<file path="config.mk">
export PLATFORM = sky130hd
export DESIGN_NAME = yuv_filter_stage_seq
export DESIGN_NICKNAME = d
export VERILOG_FILES = /design/src/rtl/yuv_seq_pkg.sv /design/src/rtl/yuv_seq_stage_counter.sv /design/src/rtl/yuv_filter_stage_seq.sv
export SDC_FILE = /design/constraint.sdc
export NUM_CORES = 1
export LEC_CHECK = 0
export ABC_AREA = 1
export BUFFER_PORTS_ARGS = -buffer_cell sky130_fd_sc_hd__buf_4
export CAP_MARGIN = 20
export CORE_ASPECT_RATIO = 0.6
export CORE_UTILIZATION = 42
export DETAILED_ROUTE_END_ITERATION = 10
export HOLD_SLACK_MARGIN = 0.06
export PLACE_DENSITY = 0.82
export RECOVER_POWER = 25
export SYNTH_ARGS = -nofsm -noshare
export SYNTH_HDL_FRONTEND = slang
export SYNTH_HIERARCHICAL = 1
export SYNTH_SLANG_ARGS = --single-unit
</file>
<file path="constraint.sdc">
create_clock -name ap_clk -period 1.88 [get_ports ap_clk]
set_input_delay 0 -clock ap_clk [delete_from_list [all_inputs] [get_ports ap_clk]]
set_output_delay 0 -clock ap_clk [all_outputs]
set_load 0.03 [all_outputs]
</file>
<file path="src/rtl/yuv_seq_pkg.sv">
// Shared types for the yuv_filter stage sequencer: FSM state encoding and stage index.
package yuv_seq_pkg;

  localparam int NUM_STAGES_DEF = 3;
  localparam int STAGE_IDX_W    = $clog2(NUM_STAGES_DEF);

  typedef logic [STAGE_IDX_W-1:0] stage_idx_t;

  typedef enum logic [1:0] {
    IDLE   = 2'd0,
    LAUNCH = 2'd1,
    WAIT   = 2'd2,
    DONE   = 2'd3
  } seq_state_e;

endpackage

</file>
<file path="src/rtl/yuv_seq_stage_counter.sv">
// Saturating per-stage latency counter; clear has priority over enable.
module yuv_seq_stage_counter
  import yuv_seq_pkg::*;
#(
  parameter int CNT_W = 32
) (
  input  logic             ap_clk,
  input  logic             ap_rst_n,
  input  logic             clr,
  input  logic             en,
  output logic [CNT_W-1:0] cnt
);

  logic [CNT_W-1:0] cnt_r;

  // Count while enabled, stick at all-ones until the next clear
  always_ff @(posedge ap_clk) begin
    if (!ap_rst_n) begin
      cnt_r <= {CNT_W{1'b0}};
    end else if (clr) begin
      cnt_r <= {CNT_W{1'b0}};
    end else if (en && (cnt_r != {CNT_W{1'b1}})) begin
      cnt_r <= cnt_r + {{(CNT_W-1){1'b0}}, 1'b1};
    end else begin
      cnt_r <= cnt_r;
    end
  end

  assign cnt = cnt_r;

endmodule

</file>
<file path="src/rtl/yuv_filter_stage_seq.sv">
// ap_ctrl_hs sequencer running RGB2YUV, YUV_SCALE, YUV2RGB strictly in order.
// Optional per-stage latency profiling is enabled with `define YUV_SEQ_PROFILE_EN.
module yuv_filter_stage_seq
  import yuv_seq_pkg::*;
#(
  parameter int NUM_STAGES = NUM_STAGES_DEF,
  parameter int CNT_W      = 32
) (
  input  logic                          ap_clk,
  input  logic                          ap_rst_n,
  input  logic                          ap_start,
  output logic                          ap_done,
  output logic                          ap_ready,
  output logic                          ap_idle,
  output logic [NUM_STAGES-1:0]         grp_ap_start,
  input  logic [NUM_STAGES-1:0]         grp_ap_ready,
  input  logic [NUM_STAGES-1:0]         grp_ap_done,
  output logic [$clog2(NUM_STAGES)-1:0] cur_stage,
  output logic                          seq_err,
  output logic [NUM_STAGES*CNT_W-1:0]   stage_cycles
);

  localparam int                    IDX_W    = $clog2(NUM_STAGES);
  localparam logic [IDX_W-1:0]      LAST_IDX = IDX_W'(NUM_STAGES - 1);
  localparam logic [NUM_STAGES-1:0] ONE_HOT0 = {{(NUM_STAGES-1){1'b0}}, 1'b1};

  seq_state_e            state_r;
  logic [IDX_W-1:0]      idx_r;
  logic [NUM_STAGES-1:0] start_r;
  logic                  done_r;
  logic                  idle_r;
  logic [IDX_W-1:0]      stage_r;
  logic                  err_r;

  logic                  accept_s;
  logic                  complete_s;
  logic                  advance_s;
  logic                  stray_s;
  logic [NUM_STAGES-1:0] own_mask_s;
  logic [NUM_STAGES-1:0] launch_mask_s;

  // Decode handshake events; a done seen in LAUNCH doubles as the missing ready
  always_comb begin
    accept_s = (state_r == IDLE) && ap_start;
    if ((state_r == LAUNCH) || (state_r == WAIT)) begin
      complete_s = grp_ap_done[idx_r];
    end else begin
      complete_s = 1'b0;
    end
    advance_s = complete_s && (idx_r != LAST_IDX);
    if (state_r == IDLE) begin
      own_mask_s = {NUM_STAGES{1'b0}};
    end else begin
      own_mask_s = ONE_HOT0 << idx_r;
    end
    stray_s = |((grp_ap_ready | grp_ap_done) & ~own_mask_s);
    if (accept_s) begin
      launch_mask_s = ONE_HOT0;
    end else if (advance_s) begin
      launch_mask_s = ONE_HOT0 << (idx_r + IDX_W'(1));
    end else begin
      launch_mask_s = {NUM_STAGES{1'b0}};
    end
  end

  // Sequencer FSM with all handshake outputs registered
  always_ff @(posedge ap_clk) begin
    if (!ap_rst_n) begin
      state_r <= IDLE;
      idx_r   <= {IDX_W{1'b0}};
      start_r <= {NUM_STAGES{1'b0}};
      done_r  <= 1'b0;
      idle_r  <= 1'b1;
      stage_r <= {IDX_W{1'b0}};
      err_r   <= 1'b0;
    end else begin
      case (state_r)
        IDLE: begin
          if (accept_s) begin
            state_r <= LAUNCH;
            idx_r   <= {IDX_W{1'b0}};
            start_r <= launch_mask_s;
            idle_r  <= 1'b0;
            stage_r <= {IDX_W{1'b0}};
          end
        end
        LAUNCH, WAIT: begin
          if (advance_s) begin
            state_r <= LAUNCH;
            idx_r   <= idx_r + IDX_W'(1);
            stage_r <= idx_r + IDX_W'(1);
            start_r <= launch_mask_s;
          end else if (complete_s) begin
            state_r <= DONE;
            start_r <= {NUM_STAGES{1'b0}};
            done_r  <= 1'b1;
          end else if ((state_r == LAUNCH) && grp_ap_ready[idx_r]) begin
            state_r <= WAIT;
            start_r <= {NUM_STAGES{1'b0}};
          end
        end
        DONE: begin
          state_r <= IDLE;
          done_r  <= 1'b0;
          idle_r  <= 1'b1;
          stage_r <= {IDX_W{1'b0}};
        end
        default: begin
          state_r <= IDLE;
          start_r <= {NUM_STAGES{1'b0}};
          done_r  <= 1'b0;
          idle_r  <= 1'b1;
          stage_r <= {IDX_W{1'b0}};
        end
      endcase
      // A stray pulse in the accept cycle still flags, so set beats clear
      err_r <= stray_s | (err_r & ~accept_s);
    end
  end

  assign ap_done      = done_r;
  assign ap_ready     = done_r;
  assign ap_idle      = idle_r;
  assign grp_ap_start = start_r;
  assign cur_stage    = stage_r;
  assign seq_err      = err_r;

`ifdef YUV_SEQ_PROFILE_EN
  logic [NUM_STAGES-1:0] cnt_en_s;

  // Only the active stage's counter runs, through LAUNCH and WAIT inclusive
  always_comb begin
    if ((state_r == LAUNCH) || (state_r == WAIT)) begin
      cnt_en_s = ONE_HOT0 << idx_r;
    end else begin
      cnt_en_s = {NUM_STAGES{1'b0}};
    end
  end

  for (genvar k = 0; k < NUM_STAGES; k++) begin : g_prof
    yuv_seq_stage_counter #(
      .CNT_W (CNT_W)
    ) u_cnt (
      .ap_clk   (ap_clk),
      .ap_rst_n (ap_rst_n),
      .clr      (launch_mask_s[k]),
      .en       (cnt_en_s[k]),
      .cnt      (stage_cycles[k*CNT_W +: CNT_W])
    );
  end
`else
  assign stage_cycles = {(NUM_STAGES*CNT_W){1'b0}};
`endif

endmodule

</file>
After elaboration in Yosys (flattened, before gate mapping)
Cells that the tools add are included.
- add/sub/neg operators: 1
- $lt $le $gt $ge: 1
- equal/unequal tests: 9
- shift operators: 2
- mux-type cells: 26
- bitwise logic cells: 6
- reduce and logical (&&, ||, !) cells: 16
- operators with widths (kind ; number):
    $mux W3 ; 6
    $mux W2 ; 6
    $pmux W2 S3 ; 2
    $ne A2 B2 Y1 const B ; 5
    $reduce_and A3 Y1 ; 3
    $mux W1 ; 6
    $pmux W3 S2 ; 1
    $reduce_and A2 Y1 ; 3
    $reduce_bool A2 Y1 ; 3
    $shl A1 B2 Y3 const A ; 2
    $bmux W1 S2 ; 2
    $eq A2 B2 Y1 const B ; 2
    $ne A4 B4 Y1 const B ; 1
    $pmux W1 S2 ; 2
    $pmux W2 S2 ; 1
    $and A3 B3 Y3 ; 1
    $logic_and A1 B1 Y1 ; 3
    $lt A2 B3 Y1 const B ; 1
    $not A3 Y3 ; 1
    $or A3 B3 Y3 ; 1
    $reduce_or A3 Y1 ; 1
    $add A2 B1 Y2 const B ; 1
    $eq A2 B1 Y1 const B ; 1
    $logic_not A2 Y1 ; 1
    other kinds (5) ; 5
- register bits: 12
- word-level logic and storage cells: 68

Longest topological paths before layout
Gate-level depths: netlist (run 1).
- word-level depth: 7
- mapped depth: 11
- mapped depth without buffers: 11

Worst setup path before layout (run 1)
No wires, ideal clock.
- path kind: register -> register
- start point: register state_r[0]
- end point: register state_r[0]
- setup time: 113 ps
- arrival: 1306 ps
- data required time: 1767 ps
- slack: 461 ps
- stages on the path, launching flop included: 10
- buffers on the path: 1
- cells stage by stage: dfxtp_1 inv_1 ha_1 buf_6 nand2_2 nand2_2 nand2_1 clkinv_1 nor2_1 nor2_1
- cells in the longest elaborated chain, start to end: 6
- ends and longest elaborated chain (item ; line ; RTL):
    start, declared ; yuv_filter_stage_seq.sv:27 ; seq_state_e state_r;
    start signal, assigned ; yuv_filter_stage_seq.sv:69 ; state_r <= IDLE;
    start signal, assigned ; yuv_filter_stage_seq.sv:80 ; state_r <= LAUNCH;
    start signal, assigned ; yuv_filter_stage_seq.sv:89 ; state_r <= LAUNCH;
    $eq A2 B1 Y1 / $eq A2 B2 Y1 (equally long branches) ; yuv_filter_stage_seq.sv:45, yuv_filter_stage_seq.sv:77, yuv_filter_stage_seq.sv:97 ;
    $logic_or A1 B1 Y1 ; yuv_filter_stage_seq.sv:45 ; if ((state_r == LAUNCH) || (state_r == WAIT)) begin
    $mux W1 ; yuv_filter_stage_seq.sv:45 ;
    $mux W2 / $logic_and A1 B1 Y1 (equally long branches) ; yuv_filter_stage_seq.sv:93, yuv_filter_stage_seq.sv:50 ;
    $mux W2 / $ne A4 B4 Y1 (equally long branches) ; - ;
    $pmux W2 S3 / $reduce_and A2 Y1 (equally long branches) ; - ;
Several ways; a longest one is shown, not always the timed one.
A chain may end at the register's enable or synchronous reset.

Worst setup path in the final report (run 1)
- start point: register state_r[1]
- end point: register stage_r[0] (netlist: cur_stage[0])
- cells in the longest elaborated chain, start to end: 6
- ends and longest elaborated chain (item ; line ; RTL):
    $eq A2 B1 Y1 / $eq A2 B2 Y1 (equally long branches) ; yuv_filter_stage_seq.sv:45, yuv_filter_stage_seq.sv:77 ;
    $logic_or A1 B1 Y1 ; yuv_filter_stage_seq.sv:45 ;
    $mux W1 ; yuv_filter_stage_seq.sv:45 ;
    $logic_and A1 B1 Y1 ; yuv_filter_stage_seq.sv:50 ; advance_s = complete_s && (idx_r != LAST_IDX);
    $ne A2 B2 Y1 (no source line) ; - ;
    $reduce_and A2 Y1 (no source line) ; - ;
    end signal, assigned ; yuv_filter_stage_seq.sv:74 ; stage_r <= {IDX_W{1'b0}};
    end signal, assigned ; yuv_filter_stage_seq.sv:84 ; stage_r <= {IDX_W{1'b0}};
    end signal, assigned ; yuv_filter_stage_seq.sv:91 ; stage_r <= idx_r + IDX_W'(1);
    end, declared ; yuv_filter_stage_seq.sv:32 ; logic [IDX_W-1:0] stage_r;
Several ways; a longest one is shown, not always the timed one.

==> metrics.md, run 1 <==
| Metric | Value |
|---|---|
| Port Buffers | 17 |
| Per-cell routed wire length | ~8.0 microns |
| Post-cts sizing count | 0 |
| Main synth FF type | dfxtp_1 |
| Post-layout util | between 40% and 50% |
| Syn Area/Cell | 7.07 sq um |
| Initial DRT Pass Iterations | 4 |
| Crit-path max cell delay | 0.53 ns |
| Outcome | complete, no violations |
| Clock-pin slew on the worst setup and hold paths | 0.06 ns |
| Design Area, Final | ~0.0015 sq mm |
| Min-delay worst type | in -> reg |
| Post-synthesis sequential area ratio | between 10% and 20% |
| CTS tree | yes |
| Rows | 16 |
| Crit Path Max Fanout | 11 |
| Hold path cells | 3 |
| Largest net degree at the start of global routing | 12 |
| IO Pins | 114 |
| Hpwl dp | 1980 microns |
| GRT Total Usage | 10.8% |
| Worst EP required | 2.02 ns |
| Reg2Reg Depth | 7 |
| Most frequent cells in the layout | conb_1 (96), nand2_1 (28), inv_1 (20) |
| Max Cap Viol | 0 |
| CP Launch Type | flip-flop |
| Post-DP Area | around 0.0014 sq mm |
| Register area | 240 sq um |
| Reg2reg end | cur_stage[0] |
| CTS Hold Bufs | 2 |
| Placer Congestion | a little over 0.9 |
| Initial antenna violation count | 0 |
| WL final | 2320 microns |
| Max clock buf depth | 2 |
| Detail Route Antenna Nets | 0 |
| Final hold slack | 0.112 ns |
| CTS HTree Levels | 1 |
| Post-synthesis register bit count | 12 |
| Core area | 0.00342 sq mm |
| Final period utilization | between 80% and 90% |
| Critical-path cell list | inv_1 > ha_1 > nand3_2 > nand2_2 > nand2_2 > o21ai_1 > nor2_1 |
| Nets | 264 |
| Max-slew violation count | 0 |
| Crit. End Element | flip-flop |
| Hold EP | seq_err |
| Power per cell area | 1560 mW/mm^2 |
| CP arrival | 1.79 ns |
| Share of layout cells above drive strength 1 | 12.2% |
| Final setup violation count | 0 |
| Overflow after GRT | 0 |
| Antenna cells | 0 |
| Fin. Hold Viols | 0 |
| Vias in the first global route | 715 |
| Clock Skews | 0.00500 ns |
| Leak | ~0.86 nW |
| Distinct cells, synth | 26 |
| Fin Setup TNS | 0 ns |
| Die width | 81.4 microns |
| Global-route wire length before repair | 3280 microns |
| Worst VDD drop | around 540 uV |
| Root Buffer | clkbuf_8 |
| Crit-path slowest cell | ha_1 |
| TritonCTS Sinks | 12 |
| Initial core utilization | 46.5% |
| Post-CTS Setup Bufs | 0 |
| Layout area overhead | -8.81% |
| Fill cells | 374 |
| Final min period | between 1.5 and 2 ns |
| Critical path type | reg -> reg |
| Die area | approximately 0.0040 sq mm |
| Cell area after synthesis | 0.00159 sq mm |
| CTS Buf Count | 3 |
| Post-synth EDFFs | 0 |
| Vias/cell | roughly 3.7 |
| Setup crit start | state_r[1] |
| Launch point of the worst reg-to-reg path | state_r[1] |
| Multi-input logic area | 875 sq um |
| RSZ-0062 raised after global routing | false |
| Vias | roughly 1100 |
| Drt first-iter violations | slightly above 60 |
| Worst skew pair latency | 0.24 ns |
| Reg2Reg Setup Slack | between 0.2 and 0.25 ns |
| Die Ht | 49.7 microns |
| Most common cell after layout, fill and taps aside | conb_1 |
| Synth Warn # | 6 |
| Most frequent cell on the critical path | nand2_2 |
| DRC | 0 |
| Power Total | 2.26 mW |
| Mapped Cells | 225 |
| Hold Startpoint | grp_ap_ready[1] |
| Async set-reset flop share out of synthesis | 0% |
| Max Clk Rate | 0.605 GHz |
-- registers in the layout, summed over array words and instances (netlist names) --
signal        count
ap_idle           1
ap_done           1
cur_stage         2
idx_r             2
state_r           2
seq_err           1
grp_ap_start      3
-- critical path, delay by kind of cell (launching register included) --
kind	cells	cell delay, ns
compound gates	1	0.15
fa+ha+maj	1	0.53
buf+inv	1	0.08
flops	1	0.37
simple gates	4	0.41
-- worst max path at each step --
stage / endpoint / slack, ns / cells after the start
after global placement: state_r[0] / 0.32 / 8
after global routing: cur_stage[1] / 0.1 / 9
after CTS: cur_stage[0] / 0.23 / 7
after detailed placement: cur_stage[1] / 0.25 / 9
final: cur_stage[0] / 0.23 / 7
after floorplan: state_r[0] / 0.46 / 9
-- stage by stage --
stage               setup WS (ns)  std cells
floorplan                   0.461        320
global placement            0.325        284
detailed placement          0.253        284
CTS                         0.234        290
global route               0.0957        290
finish                      0.226        290
-- cell usage after synthesis (3+ instances only) --
cell,n,area [sq um]
nand2_2,5,31.3
nand3_1,3,15.0
nor2_1,19,71.3
nand2_1,28,105
o21ai_1,3,15.0
a21oi_1,7,35.0
buf_4,97,728
ha_1,9,113
dfxtp_1,12,240
inv_1,20,75.1
o21ai_0,5,25.0
nand3_2,3,30.0
-- report_power, final --
part           internal [mW]  total [mW]  leakage (nW)  switching [mW]
clock network          0.185       0.284        0.0288          0.0987
registers              0.356       0.429        0.0994          0.0727
logic                  0.430        1.55         0.735            1.12
-- per-layer routing --
layer	global-route usage, %	share of wire (%)
met5	0	0
met4	0.893	0
met3	5.00	10
met2	14.7	46
met1	15.6	44
-- logic make-up after synthesis --
| group | synth area share, % |
|---|---|
| adder cells (fa/ha/maj) | 7.08 |
| AND/OR/NAND/NOR | 18.6 |
| AO/OA/AOI/OAI | 6.69 |
| other | 0.236 |
| flip-flops | 15.1 |
| buffers and inverters | 52.3 |
-- layout make-up --
type	instances	area share, %
sequential	12	16.6
tap	45	3.88
clock buffer	4	3.80
inverter	23	6.04
timing repair buffer	20	9.40
multi-input combinational	186	60.3
Power figures use the tool's default switching activity.
==> run 2: changes to the inputs <==
--- a/config.mk
+++ b/config.mk
@@ -12,7 +12,7 @@
 export CORE_UTILIZATION = 42
 export DETAILED_ROUTE_END_ITERATION = 10
 export HOLD_SLACK_MARGIN = 0.06
-export PLACE_DENSITY = 0.82
+export PLACE_DENSITY = 0.84
 export RECOVER_POWER = 25
 export SYNTH_ARGS = -nofsm -noshare
 export SYNTH_HDL_FRONTEND = slang
==> metrics.md, run 2 (same netlist as run 1, synthesis figures left out) <==
| Metric | Value |
|---|---|
| Die width | 81.4 microns (unchanged) |
| Clock-pin slew on the worst setup and hold paths | 0.05 ns (about the same) |
| CP top delay family | adder cells |
| Leak | 0.863 nW (about the same) |
| Max-slew violation count | 0 (unchanged) |
| GRT Total Usage | 11.0% (+0.22 points) |
| Clock Skews | 0.000734 ns (-0.00426 ns) |
| Launch point of the worst reg-to-reg path | state_r[0] |
| Port Buffers | 17 (unchanged) |
| Crit-path max cell delay | 0.53 ns (about the same) |
| Detail Route Antenna Nets | 0 (unchanged) |
| Worst Path Buf+Inv | 2 (+1) |
| Share of layout cells above drive strength 1 | 12.2% (unchanged) |
| Most common cell after layout, fill and taps aside | conb_1 |
| RSZ-0062 raised after global routing | false |
| Crit-path slowest cell | ha_1 |
| Nets | 264 (unchanged) |
| Antenna cells | 0 (unchanged) |
| Reg2Reg Setup Slack | 0.21 ns (-0.02 ns) |
| Design Area, Final | 0.00145 sq mm (unchanged) |
| Reg2Reg Depth | 9 (+2) |
| Multi-input logic area | 875 sq um (unchanged) |
| Final period utilization | 89.1% (+1.1 points) |
| Max FFs per register | 3 (unchanged) |
| Root Buffer | clkbuf_8 |
| Worst EP required | 2.02 ns (about the same) |
| CP Launch Type | flip-flop |
| IO Pins | 114 (unchanged) |
| Layout area overhead | -8.81% (unchanged) |
| Fin Setup TNS | 0 ns (unchanged) |
| TritonCTS Sinks | 12 (unchanged) |
| Fill cells | 358 (-4.3%) |
| Placer Congestion | 0.878 (-4.0%) |
| Reg2reg end | cur_stage[1] |
| Hold path cells | 3 (unchanged) |
| Vias in the first global route | 730 (+2.1%) |
| WL final | 2390 microns (+3.1%) |
| CTS tree | yes |
| Critical path type | reg -> reg |
| Global-route wire length before repair | 3380 microns (+3.2%) |
| CTS HTree Levels | 1 (unchanged) |
| Initial DRT Pass Iterations | 4 (unchanged) |
| Post-DP Area | 0.00139 sq mm (unchanged) |
| Register area | 240 sq um (unchanged) |
| Layout Cells excl Fill | 290 (unchanged) |
| Die area | 0.00404 sq mm (unchanged) |
| Max Cap Viol | 0 (unchanged) |
| Per-cell routed wire length | 8.24 microns (+3.1%) |
| Crit. End Element | flip-flop |
| CP arrival | 1.81 ns (+0.02 ns) |
| Vias/cell | 3.56 (-2.5%) |
| Core area | 0.00342 sq mm (unchanged) |
| Rows | 16 (unchanged) |
| Dpl cells | 284 (unchanged) |
| Most frequent cells in the layout | conb_1 (96), nand2_1 (28), inv_1 (20) |
| Outcome | complete, no violations |
| Initial antenna violation count | 0 (unchanged) |
| Drt first-iter violations | 59 (-4.8%) |
| Worst VDD drop | 686 uV (+27%) |
| Initial core utilization | 46.5% (unchanged) |
| Fin. Hold Viols | 0 (unchanged) |
| Die Ht | 49.7 microns (unchanged) |
| Post-layout util | 42.4% (unchanged) |
| Crit Path Max Fanout | 11 (unchanged) |
| Overflow after GRT | 0 (unchanged) |
| DRC | 0 (unchanged) |
| Max Clk Rate | 0.597 GHz (-1.2%) |
| Largest net degree at the start of global routing | 12 (unchanged) |
| Min-delay worst type | in -> reg |
| Power per cell area | 1560 mW/mm^2 (+0.18%) |
| Final min period | 1.67 ns (+0.0209 ns) |
| Post-cts sizing count | 0 (unchanged) |
| Hpwl dp | 2020 microns (+2.3%) |
| Worst skew pair latency | 0.24 ns (about the same) |
| Vias | 1032 (-2.5%) |
| Critical-path cell list | inv_1 > ha_1 > nand3_2 > nand2_2 > nand2_2 > clkinv_2 > nand2_1 > nand2_1 > nor2_1 |
| Hold EP | seq_err |
| Max clock buf depth | 2 (unchanged) |
| Hold Startpoint | grp_ap_ready[1] |
| CTS Buf Count | 3 (unchanged) |
| Final setup violation count | 0 (unchanged) |
==> run 2: worst max-delay path by stage <==
stage / from / end / slack (ns) / cells after the start
after floorplan: state_r[0] / state_r[0] / 0.46 / 9
after global placement: state_r[0] / state_r[0] / 0.32 / 8
after detailed placement: state_r[0] / state_r[1] / 0.24 / 7
after CTS: state_r[0] / state_r[1] / 0.22 / 7
after global routing: state_r[0] / cur_stage[1] / 0.08 / 9
final: state_r[0] / cur_stage[1] / 0.21 / 9
==> run 2: per-layer routing <==
metal	global-route usage [%]	vias up	wire, microns
met3	4.44	0	171
met2	17.2	42	1180
met5	0	-	0
met1	14.9	455	1040
li1	-	535	-
met4	0	0	0
==> run 2: repair_timing <==
action	CTS	global route
setup buffers	0	0
hold buffers	2	0
endpoints found under the hold margin	6	0
==> run 2: area by class of cell <==
| type | count | share of cell area (%) |
|---|---|---|
| Tap cell | 45 | 3.88 |
| Inverter | 23 | 6.04 |
| Timing Repair Buffer | 20 | 9.40 |
| Multi-Input combinational cell | 186 | 60.3 |
| Sequential cell | 12 | 16.6 |
| Clock buffer | 4 | 3.80 |
==> run 2: worst reg2reg max path: cells and delay by family, from the launching register on <==
family,cells,cell delay (ns)
AND/OR/NAND/NOR,6,0.52
buffers and inverters,2,0.15
flip-flops,1,0.37
adder cells (fa/ha/maj),1,0.53
==> run 2: metrics by stage <==
| step | hold WS (ns) | setup WS, ns | total power, mW |
|---|---|---|---|
| 6_report | 0.117 | 0.205 | 2.27 |
| 5_1_grt | 0.150 | 0.0759 | 2.49 |
| 4_1_cts | 0.117 | 0.216 | 2.30 |
| 3_5_place_dp | 0.300 | 0.236 | 2.00 |
| 3_3_place_gp | 0.298 | 0.324 | 1.97 |
| 2_1_floorplan | 0.174 | 0.461 | 1.88 |
==> run 2: where the power goes <==
group	internal [mW]	switching, mW	leakage [nW]	total [mW]
Sequential	0.356	0.0759	0.0994	0.432
Clock	0.185	0.0958	0.0288	0.281
Combinational	0.429	1.13	0.735	1.55
